--- src/rtl/store_unit.sv ---
// Store unit: turns a size-coded store into one or two aligned, strobed memory write beats.
// Latency: accept at N; with mem_ready=1 beat0 at N+1, response at N+2 (one beat), N+3 (split), N+1 (error).
// Backpressure: one request in flight (req_ready only in IDLE); beats hold stable until mem_ready.
//
// Ports:
//   clk, rst                      - clock, synchronous active-high reset
//   req_valid/req_ready           - request handshake; funct3/addr/wdata are latched on acceptance
//   mem_valid/mem_ready           - write-beat handshake; mem_addr/mem_wdata/mem_wstrb describe the beat
//   resp_valid/resp_err           - one-cycle completion pulse; err set for rejected requests
module store_unit #(
  parameter int XLEN             = 32,
  parameter bit SPLIT_MISALIGNED = 1'b1
) (
  input  logic              clk,
  input  logic              rst,
  input  logic              req_valid,
  output logic              req_ready,
  input  logic [2:0]        funct3,
  input  logic [XLEN-1:0]   addr,
  input  logic [XLEN-1:0]   wdata,
  output logic              mem_valid,
  input  logic              mem_ready,
  output logic [XLEN-1:0]   mem_addr,
  output logic [XLEN-1:0]   mem_wdata,
  output logic [XLEN/8-1:0] mem_wstrb,
  output logic              resp_valid,
  output logic              resp_err
);
  localparam int NB  = XLEN / 8;
  localparam int LNB = $clog2(NB);

  typedef enum logic [1:0] {IDLE, BEAT0, BEAT1, RESP} state_t;

  state_t          state_q, state_d;
  logic [2:0]      funct3_q, funct3_d;
  logic [XLEN-1:0] addr_q, addr_d;
  logic [XLEN-1:0] wdata_q, wdata_d;
  logic            err_q, err_d;

  // Decode of the incoming request, used only to decide rejection at acceptance.
  logic       in_illegal, in_misaligned;
  logic [3:0] in_off, in_sz_m1;

  assign in_illegal    = funct3[2] | ((funct3[1:0] == 2'b11) && (XLEN == 32));
  assign in_off        = 4'(addr[LNB-1:0]);
  assign in_sz_m1      = (4'd1 << funct3[1:0]) - 4'd1;
  assign in_misaligned = (in_off & in_sz_m1) != 4'd0;

  // Beat construction from the latched request. The strobe and data are built
  // across a double-width window so a store crossing the word boundary spills
  // naturally into the upper half, which becomes the second beat.
  logic [LNB-1:0]    off_q;
  logic [2*NB-1:0]   strb_base, strb_full;
  logic [2*XLEN-1:0] data_base, data_full;
  logic              need_beat1;
  logic [XLEN-1:0]   beat0_addr, beat1_addr;

  assign off_q = addr_q[LNB-1:0];

  always_comb begin
    strb_base = '0;
    data_base = '0;
    for (int i = 0; i < NB; i++) begin
      if (i < (1 << funct3_q[1:0])) begin
        strb_base[i]        = 1'b1;
        data_base[8*i +: 8] = wdata_q[8*i +: 8];
      end
    end
  end

  assign strb_full  = strb_base << off_q;
  assign data_full  = data_base << {off_q, 3'b000};
  assign need_beat1 = |strb_full[2*NB-1:NB];
  assign beat0_addr = {addr_q[XLEN-1:LNB], {LNB{1'b0}}};
  assign beat1_addr = beat0_addr + XLEN'(NB);  // wraps modulo 2^XLEN

  always_ff @(posedge clk) begin
    if (rst) begin
      state_q  <= IDLE;
      funct3_q <= '0;
      addr_q   <= '0;
      wdata_q  <= '0;
      err_q    <= 1'b0;
    end else begin
      state_q  <= state_d;
      funct3_q <= funct3_d;
      addr_q   <= addr_d;
      wdata_q  <= wdata_d;
      err_q    <= err_d;
    end
  end

  always_comb begin
    state_d    = state_q;
    funct3_d   = funct3_q;
    addr_d     = addr_q;
    wdata_d    = wdata_q;
    err_d      = err_q;
    req_ready  = 1'b0;
    mem_valid  = 1'b0;
    mem_addr   = '0;
    mem_wdata  = '0;
    mem_wstrb  = '0;
    resp_valid = 1'b0;
    resp_err   = 1'b0;

    case (state_q)
      IDLE: begin
        req_ready = 1'b1;
        if (req_valid) begin
          funct3_d = funct3;
          addr_d   = addr;
          wdata_d  = wdata;
          err_d    = in_illegal | (in_misaligned & !SPLIT_MISALIGNED);
          state_d  = err_d ? RESP : BEAT0;
        end
      end
      BEAT0: begin
        mem_valid = 1'b1;
        mem_addr  = beat0_addr;
        mem_wdata = data_full[XLEN-1:0];
        mem_wstrb = strb_full[NB-1:0];
        if (mem_ready) begin
          state_d = need_beat1 ? BEAT1 : RESP;
        end
      end
      BEAT1: begin
        mem_valid = 1'b1;
        mem_addr  = beat1_addr;
        mem_wdata = data_full[2*XLEN-1:XLEN];
        mem_wstrb = strb_full[2*NB-1:NB];
        if (mem_ready) begin
          state_d = RESP;
        end
      end
      RESP: begin
        resp_valid = 1'b1;
        resp_err   = err_q;
        state_d    = IDLE;
      end
      default: state_d = IDLE;
    endcase
  end

endmodule

--- config.mk ---
export PLATFORM = sky130hd
export DESIGN_NAME = store_unit
export DESIGN_NICKNAME = d
export VERILOG_FILES = /design/src/rtl/store_unit.sv
export SDC_FILE = /design/constraint.sdc
export NUM_CORES = 1
export LEC_CHECK = 0
export CAP_MARGIN = 0
export CORE_UTILIZATION = 43
export CTS_CLUSTER_DIAMETER = 40
export DETAILED_ROUTE_END_ITERATION = 10
export PLACE_DENSITY = 0.87
export SLEW_MARGIN = 20
export SYNTH_ARGS = -nofsm -noshare
export SYNTH_HDL_FRONTEND = slang
export SYNTH_SLANG_ARGS = --single-unit
--- constraint.sdc ---
create_clock -name clk -period 2.5 [get_ports clk]
set_clock_uncertainty 0.2 [all_clocks]
set_input_delay 0.5 -clock clk [delete_from_list [all_inputs] [get_ports clk]]
set_output_delay 0.5 -clock clk [all_outputs]
set_load 0.1 [all_outputs]
==> flow_metrics.py, run 1 <==
metrics = {
    "clock_network": {
        "cts-root-buf": "clkbuf_8",
        "htreeDepth": 3,
        "clock_path_buffers": 2,
        "cts_hold_buf": 0,
        "numCtsBuffers": 9,
        "clock_sinks": 69,
    },
    "timing": {
        "worst_endpoint": "mem_addr[26]",
        "worst_endpoint_kind": "output port",
    },
    "synth": {
        "synth_most_common_cell": "nand2_1",
        "synth_area_per_cell_um2": 6.84,
        "synth.top_cell.area_share": 0.309,
        "synth.area.top_cells": "dfxtp_1 31%, nand2_1 15%, a21oi_1 10%, o21ai_0 4.8%, clkbuf_1 3.6%",
        "synth_seq_cells": 69,
        "synth_edf_count": 0,
        "syn_area_um2": 4470,
        "ys_warn_count": 0,
        "synth_top_area_cell": "dfxtp_1",
        "ys_types": 59,
        "synthArstFlopShare": 0,
        "synthCells": 654,
        "synth_commonest_cells": "179 x nand2_1, 89 x a21oi_1, 69 x dfxtp_1",
        "ys_seq_area_frac": 0.309,
        "synth_ff_type": "dfxtp_1",
    },
    "place": {
        "place_congestion": 0.913,
        "port_buffers": 140,
        "place_hpwl_um": 12900,
    },
    "run_status": {
        "haltStage": "global routing",
        "status": "aborted with a tool error",
        "stop_error": "[ERROR DPL-0038] Utilization greater than 100%, impossible to legalize",
    },
    "die": {
        "start_util": 0.451,
        "chipHeight_um": 104,
        "fp.dieW_um": 104,
        "rows": 36,
        "num_io_pins": 143,
    },
    "global_route": {
        "grt_max_degree": 69,
    },
}
[through the flow]
step,TNS (ns),worst slack (ns),cells,instance area (um2),utilization
2_1_floorplan,-5.71,-0.251,655,5080,-
3_3_place_gp,-0.222,-0.0798,939,7640,0.771
3_5_place_dp,-0.862,-0.146,939,7640,0.771
4_1_cts,-9.31,-0.375,1008,9340,0.942
[repair_timing]
| action | 4_1_cts |
|---|---|
| cloned | 13 |
| gates resized for setup | 244 |
| setup buffers | 45 |
| endpoints found under the setup margin | 65 |
| pin swaps | 88 |
[logic make-up after synthesis]
logic type	synth area share
buffers and inverters	0.0585
AO/OA/AOI/OAI	0.263
other	0.000839
XOR/XNOR	0.00980
adder cells (fa/ha/maj)	0.0140
AND/OR/NAND/NOR	0.305
multiplexers	0.0406
flip-flops	0.309
==> run 2, diff against run 1 <==
--- a/config.mk
+++ b/config.mk
@@ -6,10 +6,9 @@
 export NUM_CORES = 1
 export LEC_CHECK = 0
 export CAP_MARGIN = 0
-export CORE_UTILIZATION = 43
-export CTS_CLUSTER_DIAMETER = 40
+export CORE_UTILIZATION = 35
 export DETAILED_ROUTE_END_ITERATION = 10
-export PLACE_DENSITY = 0.87
+export PLACE_DENSITY_LB_ADDON = 0.15
 export SLEW_MARGIN = 20
 export SYNTH_ARGS = -nofsm -noshare
 export SYNTH_HDL_FRONTEND = slang
==> constraint.sdc (replaced) <==
create_clock -name clk -period 3.2 [get_ports clk]
set_clock_uncertainty 0.2 [all_clocks]
set_input_delay 0.64 -clock clk [delete_from_list [all_inputs] [get_ports clk]]
set_output_delay 0.64 -clock clk [all_outputs]
set_load 0.1 [all_outputs]
==> flow_metrics.py, run 2 <==
metrics = {
    "synth": {
        "ys_types": 59,
        "synth_area_per_cell_um2": 6.84,
        "synth.area.top_cells": "dfxtp_1 31%, nand2_1 15%, a21oi_1 10%, o21ai_0 4.8%, clkbuf_1 3.6%",
        "synth_edf_count": 0,
        "ys_warn_count": 0,
        "syn_area_um2": 4470,
        "synthCells": 654,
        "synth_commonest_cells": "179 x nand2_1, 89 x a21oi_1, 69 x dfxtp_1",
        "synth.top_cell.area_share": 0.309,
        "synth_ff_type": "dfxtp_1",
        "ys_seq_area_frac": 0.309,
        "synth_top_area_cell": "dfxtp_1",
        "synthArstFlopShare": 0,
        "synth_most_common_cell": "nand2_1",
        "synth_seq_cells": 69,
    },
    "timing": {
        "fmax_ghz": 0.323,
        "slew_headroom": 0.527,
        "max_slew.worst_pin.slew_ns": 0.710,
        "post-route-period-util": 0.968,
        "tns_ns": 0,
        "fin_crit_ns": 3.10,
        "drv_slew": 0,
        "setup_violations": 0,
        "rsz0062_at_grt": "false",
        "finalHoldViolCount": 0,
    },
    "clock_network": {
        "clock_path_buffers": 2,
        "cts_hold_buf": 0,
        "clk_pin_slew_worst_paths_ns": 0.06,
        "numCtsBuffers": 9,
        "clock_latency_ns": 0.33,
        "htreeDepth": 3,
        "clock_sinks": 69,
        "cts-root-buf": "clkbuf_16",
        "cts_tree": "built",
    },
    "layout": {
        "reg_top3": "addr_q x32, wdata_q x32",
        "final_core_util": 0.616,
        "drive_gt1_frac": 0.259,
        "fill_cells": 1143,
        "seq_area_um2": 1390,
        "finalNetCount": 859,
        "layout_common_cells": "177 x nand2_1, 87 x a21oi_1, 69 x clkdlybuf4s50_1, 69 x buf_12, 62 x dfxtp_1",
        "finish.instance_area_um2": 7520,
        "multiInputGateArea_um2": 3220,
        "area_delta_synth_final_pct": 68.2,
        "layout_commonest_cell": "nand2_1",
        "n_antenna_cell": 0,
    },
    "route": {
        "drt_wl_total_um": 16400,
        "drc": 0,
        "routed_via_density": 5.54,
        "dr.pass1.iters": 6,
        "wl_per_cell_um": 17.1,
        "ant_nets": 0,
        "drt_iter0_drc": 324,
        "via_count": 5298,
    },
    "place": {
        "port_buffers": 140,
        "place_congestion": 0.967,
        "placed_cell_area_um2": 7130,
        "place_hpwl_um": 12300,
    },
    "pwr": {
        "p_leak_nw": 2.67,
        "power_mw": 4.62,
        "ir_drop_uv": 268,
        "cellPowerDensity_nw_per_um2": 614,
    },
    "setup_path": {
        "cp_max_fo": 5,
        "path_cells": "nand3_1 > nor4_4 > nand3_4 > or4_1 > nand3_2 > buf_12",
        "max_stage_delay_ns": 0.51,
        "crit_path_end_kind": "primary output",
        "cp.required_ns": 2.36,
        "cp_slowest_cell": "or4_1",
        "worst_ep_arrival_time_ns": 2.26,
        "worst_setup_path_start_kind": "flop",
        "crit_type": "flop to primary output",
    },
    "die": {
        "fp.coreArea_um2": 12200,
        "start_util": 0.366,
        "fp.dieW_um": 115,
        "num_io_pins": 143,
        "rows": 40,
        "die_area_um2": 13200,
        "chipHeight_um": 115,
    },
    "global_route": {
        "grt_pass1_wl_um": 25600,
        "grt_use_total": 0.251,
        "antenna_found_initial": 0,
        "grt_max_degree": 46,
        "grt_pass1_vias": 5042,
        "grt-ovfl-total": 0,
    },
    "run_status": {
        "status": "finished, final reports clean",
    },
    "run": {
        "maxCapViolations": 0,
    },
    "hold_path": {
        "worstHoldPathType": "flop to flop",
    },
}
==> run 2: cell counts after synthesis <==
Identical to the previous run, type by type.
==> run 2: power by group <==
group | internal [mW] | total [mW] | switching (mW)
Clock | 0.632 | 1.04 | 0.409
Combinational | 0.820 | 2.30 | 1.49
Sequential | 1.03 | 1.27 | 0.239
==> run 2: area by class of cell <==
class,count,share of cell area
repair buffers,175,0.313
inverters,8,0.00399
clock buffers,10,0.0318
well taps,168,0.0280
multi-input cells,520,0.429
clock inverters,6,0.00932
flip-flops and latches,69,0.185
==> run 2: logic make-up after synthesis <==
logic type,count (synthesis),share of synthesized area
XOR/XNOR,5,0.00980
AO/OA/AOI/OAI,196,0.263
buffers and inverters,66,0.0585
multiplexers,17,0.0406
flip-flops,69,0.309
other,1,0.000839
AND/OR/NAND/NOR,295,0.305
adder cells (fa/ha/maj),5,0.0140
==> run 2: repair_timing <==
item / in CTS / in global routing
cloned: 0 / 0
pin swaps: 1 / 2
endpoints found under the setup margin: 16 / 29
buffers inserted: 1 / 0
resized for setup: 12 / 18
==> run 2: critical path, delay by kind of cell (launching register included) <==
kind	cells	cell delay (ns)
flops	1	0.41
simple gates	5	1.34
buf+inv	1	0.18
==> run 2: worst paths after layout <==
check	startpoint	end	slack, ns	cells after the start
hold / removal	wdata_q[10]	wdata_q[10]	0.28	2
setup / recovery	addr_q[21]	mem_addr[26]	0.10	6
setup reg to reg	state_q[1]	wdata_q[9]	1.02	6
hold reg to reg	wdata_q[10]	wdata_q[10]	0.28	2
==> run 2: metrics by stage <==
step                      hold WS [ns]  cells  setup slack [ns]
final                            0.275    956             0.101
after global routing             0.298    956           0.00434
after CTS                        0.272    956            0.0229
after detailed placement         0.263    939             0.204
after global placement           0.263    939             0.269
after floorplan                  0.244    655            -0.263
==> run 2: metal layers <==
metal	vias up	track usage	wire length, um
li1	2548	-	-
met1	2483	0.296	6630
met2	224	0.443	8180
met3	43	0.0422	941
met4	0	0.115	602
met5	-	0	0
No activity file was read; power rests on OpenSTA's default activity.
